--- src/rtl/mem_arb_pkg.sv ---
// Shared types and constants for the two-port memory arbiter.
// Owner encoding for the pending read and the last-grant encoding used by the picker.
package mem_arb_pkg;

  localparam int DEFAULT_ADDR_WIDTH = 32;

  typedef enum logic [1:0] {
    OWN_NONE  = 2'd0,
    OWN_INSTR = 2'd1,
    OWN_DATA  = 2'd2
  } owner_t;

  typedef enum logic {
    GRANT_INSTR = 1'b0,
    GRANT_DATA  = 1'b1
  } grant_t;

  // Bit positions in the one-hot grant vector returned by mem_arb_pick.
  localparam int GNT_I = 0;
  localparam int GNT_D = 1;

endpackage

--- src/rtl/mem_arb_pick.sv ---
// Winner selection between the fetch and data requesters; one-hot grant out.
// MEM_ARB_ROUND_ROBIN_EN selects alternating priority, otherwise data always wins.
module mem_arb_pick
  import mem_arb_pkg::*;
(
  input  logic       i_req,
  input  logic       d_req,
  input  grant_t     last_grant,
  output logic [1:0] grant
);

`ifdef MEM_ARB_ROUND_ROBIN_EN
  always_comb begin
    grant = 2'b00;
    if (i_req && d_req) begin
      // Contention goes to whichever port did not win most recently.
      if (last_grant == GRANT_INSTR) grant[GNT_D] = 1'b1;
      else                           grant[GNT_I] = 1'b1;
    end else begin
      grant[GNT_I] = i_req;
      grant[GNT_D] = d_req;
    end
  end
`else
  logic unused_last_grant;
  assign unused_last_grant = (last_grant == GRANT_DATA);

  always_comb begin
    grant        = 2'b00;
    grant[GNT_D] = d_req;
    grant[GNT_I] = i_req & ~d_req;
  end
`endif

endmodule

--- src/rtl/mem_arbiter.sv ---
// Single-port memory arbiter for an instruction-fetch port and a data load/store port.
// Optional MEM_ARB_ROUND_ROBIN_EN enables round-robin contention; default is data-first.
module mem_arbiter
  import mem_arb_pkg::*;
#(
  parameter int ADDR_WIDTH = DEFAULT_ADDR_WIDTH
) (
  input  logic                  clk,
  input  logic                  reset,

  input  logic                  i_req,
  input  logic [ADDR_WIDTH-1:0] i_addr,
  output logic                  i_gnt,
  output logic                  i_rvalid,
  output logic [31:0]           i_rdata,

  input  logic                  d_req,
  input  logic                  d_we,
  input  logic [ADDR_WIDTH-1:0] d_addr,
  input  logic [31:0]           d_wdata,
  input  logic [3:0]            d_wmask,
  output logic                  d_gnt,
  output logic                  d_rvalid,
  output logic [31:0]           d_rdata,

  output logic [ADDR_WIDTH-1:0] mem_raddr,
  output logic                  mem_rstrb,
  input  logic [31:0]           mem_rdata,

  output logic [ADDR_WIDTH-1:0] mem_waddr,
  output logic [31:0]           mem_wdata,
  output logic [3:0]            mem_wmask
);

  logic [1:0] pick;
  grant_t     last_grant;
  owner_t     owner, owner_next;
  logic       d_read, d_write;

  mem_arb_pick u_pick (
    .i_req      (i_req),
    .d_req      (d_req),
    .last_grant (last_grant),
    .grant      (pick)
  );

  // Grants are masked during reset so nothing reaches memory while it is held.
  assign i_gnt   = pick[GNT_I] & ~reset;
  assign d_gnt   = pick[GNT_D] & ~reset;
  assign d_read  = d_gnt & ~d_we;
  assign d_write = d_gnt & d_we;

  assign mem_rstrb = i_gnt | d_read;
  assign mem_raddr = d_read ? d_addr : i_addr;
  assign mem_waddr = d_addr;
  assign mem_wdata = d_wdata;
  assign mem_wmask = d_write ? d_wmask : 4'b0000;

  // NOTE: every output of a combinational block gets a default first so no latch is inferred.
  always_comb begin
    owner_next = OWN_NONE;
    if (i_gnt)       owner_next = OWN_INSTR;
    else if (d_read) owner_next = OWN_DATA;
  end

  // NOTE: state registers use non-blocking assignments so all flops update from pre-edge values.
  always_ff @(posedge clk) begin
    if (reset) owner <= OWN_NONE;
    else       owner <= owner_next;
  end

`ifdef MEM_ARB_ROUND_ROBIN_EN
  always_ff @(posedge clk) begin
    if (reset)              last_grant <= GRANT_INSTR;
    else if (i_gnt | d_gnt) last_grant <= d_gnt ? GRANT_DATA : GRANT_INSTR;
  end
`else
  assign last_grant = GRANT_INSTR;
`endif

  // A read in flight when reset rises is dropped rather than returned.
  assign i_rvalid = (owner == OWN_INSTR) & ~reset;
  assign d_rvalid = (owner == OWN_DATA)  & ~reset;
  assign i_rdata  = mem_rdata;
  assign d_rdata  = mem_rdata;

endmodule

--- config.mk ---
export PLATFORM = sky130hd
export DESIGN_NAME = mem_arbiter
export DESIGN_NICKNAME = d
export VERILOG_FILES = /design/src/rtl/mem_arb_pkg.sv /design/src/rtl/mem_arb_pick.sv /design/src/rtl/mem_arbiter.sv
export SDC_FILE = /design/constraint.sdc
export NUM_CORES = 1
export LEC_CHECK = 0
export BUFFER_PORTS_ARGS = -buffer_cell sky130_fd_sc_hd__buf_2
export CORE_AREA = 2 2 117 119
export DETAILED_ROUTE_END_ITERATION = 7
export DIE_AREA = 0 0 119 121
export PLACE_DENSITY_LB_ADDON = 0.1
export SYNTH_ARGS = -nofsm -noshare
export SYNTH_HDL_FRONTEND = slang
export SYNTH_SLANG_ARGS = --single-unit
--- constraint.sdc ---
create_clock -name clk -period 1.9 [get_ports clk]
set_input_delay 0.38 -clock clk [delete_from_list [all_inputs] [get_ports clk]]
set_output_delay 0.38 -clock clk [all_outputs]
set_load 0.005 [all_outputs]
**After elaboration in Yosys (flattened, before gate mapping)**

Cells that the tools add are included.

- Flip-flop bits (word level): 2
- Input port bits: 137
- Output and inout port bits: 169
- Word-level logic and storage cells: 20

- Equality and inequality tests: 2
- Multiplexer cells: 4
- Bitwise gates (word level): 11
- Reduce and logical (&&, ||, !) cells: 1

Operators by type and width:

| operator | count |
|---|---|
| $mux 32 | 1 |
| $and 1x1->1 | 7 |
| $mux 4 | 1 |
| $not 1->1 | 3 |
| $eq 2x1->1 const B | 1 |
| $eq 2x2->1 const B | 1 |
| $mux 2 | 1 |
| $reduce_or 2->1 | 1 |
| $mux 1 | 1 |
| $or 1x1->1 | 1 |

**Depth between registers and ports, before layout**

Gate-level depths: netlist of run 1.

- Depth in word-level cells: 5
- Depth in mapped cells: 4
- Mapped depth without buffers: 2

**Hierarchy**

From an unflattened synthesis of run 1, not the netlist that was laid out.

- Cell total of the unflattened synthesis: 183
- Area, all modules: 1519.0 um^2

By module, submodules not included:

| module | instances | cells an instance | area each (um^2) |
|---|---|---|---|
| mem_arbiter | 1 | 181 | 1497.7 |
| mem_arb_pick | 1 | 2 | 21.3 |

**Least setup slack after synthesis of run 1**

Ideal clock, no wire load.

- Path kind: input-to-output
- Start: in reset
- End: out mem_raddr[13]
- Arrival: 1326 ps
- Required time: 1520 ps
- Setup slack: 194 ps
- Cell stages on the path: 4
- Cells stage by stage: buf_6 > nor3b_4 > buf_6 > mux2_2

- Word-level cells in the longest chain between the ends: 4

RTL lines:

| element | RTL line | RTL |
|---|---|---|
| start, declared | mem_arbiter.sv:9 | `input logic reset,` |
| $not 1->1 | mem_arbiter.sv:49 | `assign d_gnt = pick[GNT_D] & ~reset;` |
| $and 1x1->1 | mem_arbiter.sv:49 |  |
| $and 1x1->1 | mem_arbiter.sv:50 | `assign d_read = d_gnt & ~d_we;` |
| $mux 32 | mem_arbiter.sv:54 | `assign mem_raddr = d_read ? d_addr : i_addr;` |
| end, declared | mem_arbiter.sv:26 | `output logic [ADDR_WIDTH-1:0] mem_raddr,` |

No other way between the ends.

**Worst setup path after layout of run 1**

- Start: in d_we
- End: out mem_raddr[4]

- Word-level cells in the longest chain between the ends: 3

RTL lines:

| element | RTL line | RTL |
|---|---|---|
| start, declared | mem_arbiter.sv:18 | `input logic d_we,` |
| $not 1->1 | mem_arbiter.sv:50 |  |
| $and 1x1->1 | mem_arbiter.sv:50 |  |
| $mux 32 | mem_arbiter.sv:54 |  |

No other way between the ends.

==> impl_metrics.tcl, run 1 <==
set metrics [dict create \
    postLayoutCellArea_mm2 0.00167 \
    finalWirelength_mm 4.07 \
    cts_hold_buffers 0 \
    hold_class "primary input to flip-flop" \
    biggestRegsByFlops "owner x2" \
    timing.slew.headroom_pct 78.5 \
    fillers 1510 \
    grt-ovfl-total 0 \
    cp_data_required_time_ns 1.52 \
    nNetsFinal 341 \
    synth_warnings 0 \
    drive_gt1_share_pct 91.1 \
    total_power_w 0.000648 \
    cp_slowest_cell "mux2_2" \
    worst-path-buf-inv 4 \
    initial_utilization_pct 11.4 \
    area_growth_pct 11.3 \
    max_freq_mhz 531 \
    place_congestion 0.645 \
    syn_area_mm2 0.00150 \
    slowest_delay_ns 0.35 \
    maxSlewViolCount 0 \
    setup_viol 0 \
    finalNonFillerCells 378 \
    die_h_um 121 \
    largest_register_ffs 2 \
    drv_cap 0 \
    synthTopCellsByArea "buf_4 64%, mux2_2 21%, buf_6 3.0%" \
    wl_per_cell_um 10.8 \
    dieWidth_um 119 \
    critPathLaunchType "primary input" \
    vias 1076 \
    p_leak_nw 0.880 \
    ys_types 12 \
    syn_nets 316 \
    drtAntennaViolNets 0 \
    synth_top_area_share_pct 64.2 \
    dp_cells 372 \
    synth_top_area_cell "buf_4" \
    postSynthCellCount 179 \
    hold_slack_ns 0.435 \
    crit_path_end_kind "output port" \
    status "finished clean" \
    ys_seq_area_share_pct 2.68 \
    rsz0062_at_grt "true" \
    clk_pin_slew_ns 0.03 \
    fin_crit_sh_pct 99.0 \
    path_cells "buf_2 > nor3b_4 > buf_12 > buf_12 > mux2_2 > buf_2" \
    drt-initial-drc-count 17 \
    worst_pin_slew_ns 0.322 \
    critPathTopFamily "buffers and inverters" \
    cts_tree "yes" \
    dr.pass1.iters 4 \
    worst_ir_drop_vdd_mv 0.513 \
    io_buffers 145 \
    final_common_cell "buf_2" \
    placed_cell_area_mm2 0.00149 \
    hold_viol_final 0 \
    die_area_mm2 0.0144 \
    syn_area_per_cell_um2 8.36 \
    layout_common_cells "144 x buf_2, 21 x mux2_2, 7 x mux2_4, 5 x clkbuf_16" \
    fin_crit_ns 1.88 \
    top_register "owner" \
    design.core.area_mm2 0.0131 \
    numClockSinks 2 \
    grt_pass1_wl_mm 5.08 \
    powerDensity_mw_per_mm2 389 \
    ys_seq_elements 2 \
    grt_max_degree 19 \
    post_drt_via_cell_ratio 2.85 \
    first_global_vias 981 \
    cts.htree.levels 1 \
    io_pins 306 \
    grt_usage_pct 4.43 \
    clock_tree.buffer_depth 2 \
    rows 42 \
    grt_antenna_before_repair 0 \
    cp_max_fo 8 \
    n_antenna_cell 0 \
    hpwl_mm 3.25 \
    final.setup.tns_ns 0 \
    cts_root_buf "clkbuf_16" \
    critPathArrivalTime_ns 1.50 \
    critPathKind "primary input to output port" \
    cts_buffers 3 \
    drc_errors 0 \
]
==> through the flow <==
stage | utilization [%] | setup slack (ns)
after global routing | 12.7 | -0.0161
after detailed placement | 11.4 | -0.00459
after CTS | 12.0 | -0.00380
after floorplan | - | 0.194
after global placement | 11.4 | -0.0240
final | 12.7 | 0.0181
==> logic make-up after synthesis <==
group | count (synthesis) | share of synthesized area (%)
and+or+nand+nor | 12 | 5.69
muxes | 32 | 24.1
DFF | 2 | 2.68
AOI/OAI and AO/OA | 1 | 0.334
buffers and inverters | 132 | 67.2
==> cell usage after synthesis, drive strengths merged <==
cell type  instances
a21oi              1
and3               4
buf              132
dfxtp              2
mux2              32
nand2b             2
nor2               2
nor2b              1
nor3b              3
==> report_power, final <==
group	internal [W]	switching [W]	total, W
Combinational	0.000181	0.000108	0.000289
Clock	0.000268	0.0000464	0.000314
Sequential	0.0000441	0.000000708	0.0000448
==> worst min-delay path, delay by kind of cell <==
kind / cells / cell delay [ns]
buffers and inverters: 1 / 0.07
and+or+nand+nor: 2 / 0.16
==> area by class of cell <==
cell class | instances | area (µm²) | area share (%)
well taps | 176 | 220 | 13.2
repair buffers | 152 | 853 | 51.2
flip-flops and latches | 2 | 40.0 | 2.40
multi-input cells | 45 | 477 | 28.6
clock buffers | 3 | 75.1 | 4.51
==> layer usage <==
layer | track usage [%] | up-vias | share of wire [%]
li1 | - | 494 | -
met1 | 4.35 | 455 | 37
met2 | 8.12 | 98 | 49
met3 | 1.36 | 29 | 11
met4 | 2.75 | 0 | 3.0
met5 | 0 | - | 0
==> final timing paths <==
check,startpoint,endpoint,slack (ns),cells after the start
max,d_we,mem_raddr[4],0.02,6
min,i_req,owner[0],0.44,3
==> what timing repair did <==
action,4_1_cts,5_1_grt
setup endpoints to repair,3,32
resized for setup,1,7
buffers inserted,0,1
cloned,0,2
hold endpoints to repair,0,0
pin swaps,0,0
Note: power is estimated with default switching activity, not from simulation.
==> run 2, diff against run 1 <==
--- a/config.mk
+++ b/config.mk
@@ -10,6 +10,7 @@
 export DETAILED_ROUTE_END_ITERATION = 7
 export DIE_AREA = 0 0 119 121
 export PLACE_DENSITY_LB_ADDON = 0.1
+export SETUP_SLACK_MARGIN = 0.2
 export SYNTH_ARGS = -nofsm -noshare
 export SYNTH_HDL_FRONTEND = slang
 export SYNTH_SLANG_ARGS = --single-unit
==> run 2 against run 1 <==
  * Utilization increased by 1.2 points
  * Hold slack about the same
  * Sequential power hardly changed
  * Sequential share of layout area fell by 0.20 points
  * Worst setup slack better by 0.042 ns
==> impl_metrics.tcl, run 2 (same netlist as run 1, synthesis figures left out) <==
set metrics [dict create \
    clock_tree.buffer_depth 2 \
    post_drt_via_cell_ratio 2.86 \
    worst_pin_slew_ns 0.231 \
    crit_path_end_kind "output port" \
    fin_crit_ns 1.84 \
    clkPwrFrac_pct 45.2 \
    cts_tree "yes" \
    die_area_mm2 0.0144 \
    final_common_cell "buf_2" \
    drv_cap 0 \
    hold_class "primary input to flip-flop" \
    drive_gt1_share_pct 91.7 \
    nNetsFinal 343 \
    critPathKind "primary input to output port" \
    vias 1087 \
    hold_viol_final 0 \
    n_antenna_cell 0 \
    rsz0062_at_grt "true" \
    p_sw_w 0.000167 \
    biggestRegsByFlops "owner x2" \
    critPathLaunchType "primary input" \
    dr.pass1.iters 4 \
    cts_buffers 3 \
    cp_slowest_cell "mux2_2" \
    finalWirelength_mm 4.12 \
    drc_errors 0 \
    largest_register_ffs 2 \
    numClockSinks 2 \
    critPathTopFamily "buffers and inverters" \
    combinationalPowerShare_pct 48.4 \
    worst-path-buf-inv 4 \
    initial_utilization_pct 11.4 \
    hpwl_mm 3.30 \
    drt-initial-drc-count 12 \
    dieWidth_um 119 \
    grt_antenna_before_repair 0 \
    wl_per_cell_um 10.8 \
    critPathArrivalTime_ns 1.46 \
    status "finished clean" \
    layout_common_cells "128 x buf_2, 18 x buf_6, 15 x mux2_4, 13 x mux2_2" \
    route.met2.wl_mm 2.14 \
    p_sw_share_pct 23.9 \
    cp_data_required_time_ns 1.52 \
    fin_crit_sh_pct 96.8 \
    top_layer "met4" \
    die_h_um 121 \
    met1Wirelength_mm 1.51 \
    total_power_w 0.000699 \
    final.setup.tns_ns 0 \
    io_pins 306 \
    cts.htree.levels 1 \
    worst_ir_drop_vdd_mv 0.505 \
    grt_max_degree 10 \
    drtAntennaViolNets 0 \
    io_buffers 145 \
    wl_met3_um 394 \
    slowest_delay_ns 0.33 \
    grt_usage_pct 5.06 \
    setup_viol 0 \
    cts_root_buf "clkbuf_16" \
    rows 42 \
    area_growth_pct 21.7 \
    clk_pin_slew_ns 0.03 \
    max_freq_mhz 543 \
    intPower_w 0.000532 \
    top_register "owner" \
    first_global_vias 1123 \
    powerDensity_mw_per_mm2 384 \
    maxSlewViolCount 0 \
    cp_max_fo 9 \
    p_leak_nw 0.956 \
    path_cells "buf_8 > nor3b_4 > buf_6 > buf_12 > mux2_2 > buf_2" \
    design.core.area_mm2 0.0131 \
    grt_pass1_wl_mm 5.79 \
    place_congestion 0.661 \
    seq_power_share_pct 6.4 \
    grt-ovfl-total 0 \
    timing.slew.headroom_pct 84.5 \
]
==> run 2: changes by cell type in the layout (fill, tap and decap cells not counted), moves of 2 or more <==
cell | before | now
buf_6 | 0 | 18
buf_2 | 144 | 128
mux2_2 | 21 | 13
mux2_4 | 7 | 15
buf_16 | 0 | 2
clkbuf_16 | 5 | 3
==> run 2: layout make-up <==
type	count	area (µm²)
clock buffers	3	75.1
fillers	1493	11300
multi-input cells	45	509
flip-flops and latches	2	40.0
well taps	176	220
repair buffers	154	976
==> run 2: worst min-delay path: stages <==
cell and delay (ns):
buf_2 0.08, nand2b_1 0.08, nor2_1 0.08
==> run 2: final timing paths <==
path | startpoint | to | slack (ns) | cells past startpoint
hold / removal | i_req | owner[0] | 0.43 | 3
setup / recovery | reset | mem_raddr[15] | 0.06 | 6
==> run 2: timing repair <==
| action | in CTS | in global routing |
|---|---|---|
| endpoints found under the setup margin | 32 | 36 |
| setup buffers | 2 | 0 |
| gates resized for setup | 37 | 2 |
| cloned | 2 | 0 |
| hold buffers | 0 | 0 |
| pin swaps | 1 | 0 |
| hold endpoints to repair | 0 | 0 |
==> run 2: metrics by stage <==
stage	setup WS (ns)	area [µm²]	cells	hold slack (ns)	utilization, %
global route	0.00226	1820	380	0.463	13.9
finish	0.0599	1820	380	0.435	13.9
CTS	0.0353	1810	380	0.444	13.9
global placement	0.0132	1500	373	0.679	11.5
floorplan	0.194	1500	179	0.551	-
detailed placement	-0.00287	1500	373	0.672	11.5
==> run 2: routing by layer <==
metal / GRT usage [%] / vias to the layer above
met5: 0 / -
met4: 2.31 / 0
met3: 1.41 / 13
met2: 9.30 / 85
met1: 5.35 / 490
li1: - / 499
==> run 2: power groups by stage <==
stage	clock [W]	sequential, W	combinational, W
after floorplan	0	0.0000451	0.000305
after global placement	0	0.0000453	0.000278
after detailed placement	0	0.0000453	0.000275
after CTS	0.000323	0.0000448	0.000344
after global routing	0.000326	0.0000452	0.000366
final	0.000316	0.0000448	0.000338
==> run 3, diff against run 2 <==
--- a/config.mk
+++ b/config.mk
@@ -9,7 +9,7 @@
 export CORE_AREA = 2 2 117 119
 export DETAILED_ROUTE_END_ITERATION = 7
 export DIE_AREA = 0 0 119 121
-export PLACE_DENSITY_LB_ADDON = 0.1
+export PLACE_DENSITY = 0.51
 export SETUP_SLACK_MARGIN = 0.2
 export SYNTH_ARGS = -nofsm -noshare
 export SYNTH_HDL_FRONTEND = slang
==> constraint.sdc (replaced) <==
create_clock -name clk -period 2.09 [get_ports clk]
set_input_delay 0.3135 -clock clk [delete_from_list [all_inputs] [get_ports clk]]
set_output_delay 0.3135 -clock clk [all_outputs]
set_load 0.005 [all_outputs]
==> run 3 against run 2 <==
  * Die area unchanged
  * Critical path depth decreased by 1
  * First-iteration DRC count decreased by 8.3%
  * Clock-buffer cell count unchanged
  * Sequential share of layout area increased by 0.38 points
  * Critical endpoint is now mem_raddr[1]
  * Design area decreased by 15%
  * Non-clock buffer count decreased by 7
  * Routed wire length decreased by 10%
  * Hold slack improved by 0.0056 ns
  * Largest power group is now clock
  * Sequential cell count unchanged
  * Combinational power decreased by 28%
==> impl_metrics.tcl, run 3 (same netlist as run 1, synthesis figures left out) <==
set metrics [dict create \
    die_area_mm2 0.0144 \
    cts_buffers 3 \
    p_sw_share_pct 24.0 \
    vias 1062 \
    crit_path_end_kind "output port" \
    drv_cap 0 \
    dp_cells 370 \
    timing.slew.headroom_pct 82.0 \
    worst-path-buf-inv 3 \
    drc_errors 0 \
    combinationalPowerShare_pct 42.7 \
    hpwl_mm 3.32 \
    dr.pass1.iters 3 \
    critPathTopFamily "buffers and inverters" \
    finalWirelength_mm 3.70 \
    maxSlewViolCount 0 \
    clock_tree.buffer_depth 2 \
    area_growth_pct 3.68 \
    status "finished clean" \
    path_cells "buf_2 > nor3b_4 > buf_12 > mux2_2 > buf_2" \
    cp_data_required_time_ns 1.78 \
    cts_resized 0 \
    first_global_vias 1029 \
    p_sw_w 0.000136 \
    rsz0062_at_grt "false" \
    powerDensity_mw_per_mm2 365 \
    design.core.area_mm2 0.0131 \
    cts.htree.levels 1 \
    drive_gt1_share_pct 90.9 \
    cts_tree "yes" \
    intPower_w 0.000430 \
    p_leak_nw 0.815 \
    fillers 1494 \
    post-cts-setup-buffers 0 \
    die_h_um 121 \
    worst_pin_slew_ns 0.270 \
    slowest_delay_ns 0.36 \
    seq_power_share_pct 7.2 \
    cp_max_fo 19 \
    top_register "owner" \
    critPathArrivalTime_ns 1.47 \
    fin_crit_ns 1.79 \
    hold_slack_ns 0.440 \
    drtAntennaViolNets 0 \
    place_congestion 0.675 \
    layout_common_cells "145 x buf_2, 28 x mux2_2, 4 x and3_1, 4 x mux2_1, 3 x clkbuf_16" \
    final_common_cell "buf_2" \
    critPathLaunchType "primary input" \
    nNetsFinal 336 \
    final.setup.tns_ns 0 \
    numClockSinks 2 \
    grt-ovfl-total 0 \
    hold_viol_final 0 \
    io_buffers 145 \
    dieWidth_um 119 \
    biggestRegsByFlops "owner x2" \
    clk_pin_slew_ns 0.03 \
    grt_antenna_before_repair 0 \
    cts_root_buf "clkbuf_16" \
    clkPwrFrac_pct 50.1 \
    post_drt_via_cell_ratio 2.85 \
    grt_max_degree 20 \
    grt_usage_pct 4.45 \
    cts_hold_buffers 0 \
    finalNonFillerCells 373 \
    io_pins 306 \
    worst_ir_drop_vdd_mv 0.525 \
    wl_per_cell_um 9.92 \
    grt_pass1_wl_mm 5.06 \
    critPathKind "primary input to output port" \
    fin_crit_sh_pct 85.5 \
    crit_top_cell "buf_2" \
    setup_viol 0 \
    hold_class "primary input to flip-flop" \
    drt-initial-drc-count 11 \
    cp_slowest_cell "mux2_2" \
    max_freq_mhz 560 \
    initial_utilization_pct 11.4 \
    rows 42 \
    n_antenna_cell 0 \
    largest_register_ffs 2 \
]
==> run 3: cell count changes in the layout (fill, tap and decap cells not counted), sizes merged <==
cell / before / now
buf: 154 / 147
==> run 3: through the flow <==
step	cell area [µm²]	power, W	util (%)	worst slack, ns
5_1_grt	1550	0.000600	11.9	0.227
3_3_place_gp	1480	0.000286	11.3	0.274
2_1_floorplan	1500	0.000319	-	0.517
4_1_cts	1550	0.000577	11.9	0.276
3_5_place_dp	1480	0.000288	11.3	0.278
6_report	1550	0.000566	11.9	0.304
==> run 3: power groups by stage <==
| stage | registers, W | clock network (W) | logic (W) |
|---|---|---|---|
| floorplan | 0.0000410 | 0 | 0.000278 |
| global placement | 0.0000412 | 0 | 0.000245 |
| detailed placement | 0.0000412 | 0 | 0.000247 |
| CTS | 0.0000408 | 0.000289 | 0.000248 |
| global route | 0.0000410 | 0.000293 | 0.000266 |
| finish | 0.0000407 | 0.000284 | 0.000242 |
==> run 3: layout make-up <==
class	count	area, µm²	share of cell area [%]
multi-input combinational	45	450	29.0
timing repair buffer	147	766	49.4
clock buffer	3	75.1	4.84
tap	176	220	14.2
sequential	2	40.0	2.58
==> run 3: final timing paths <==
check	start	endpoint	cells past startpoint
worst max-delay path	reset	mem_raddr[1]	5
worst min-delay path	reset	owner[0]	2
==> run 3: routing by layer <==
layer  global-route usage, %  wire length, µm  up-vias
met5                       0                0        -
met4                    2.08               51        0
met3                    1.64              503       16
met2                    8.33             1940      113
met1                    4.32             1210      448
li1                        -                -      485
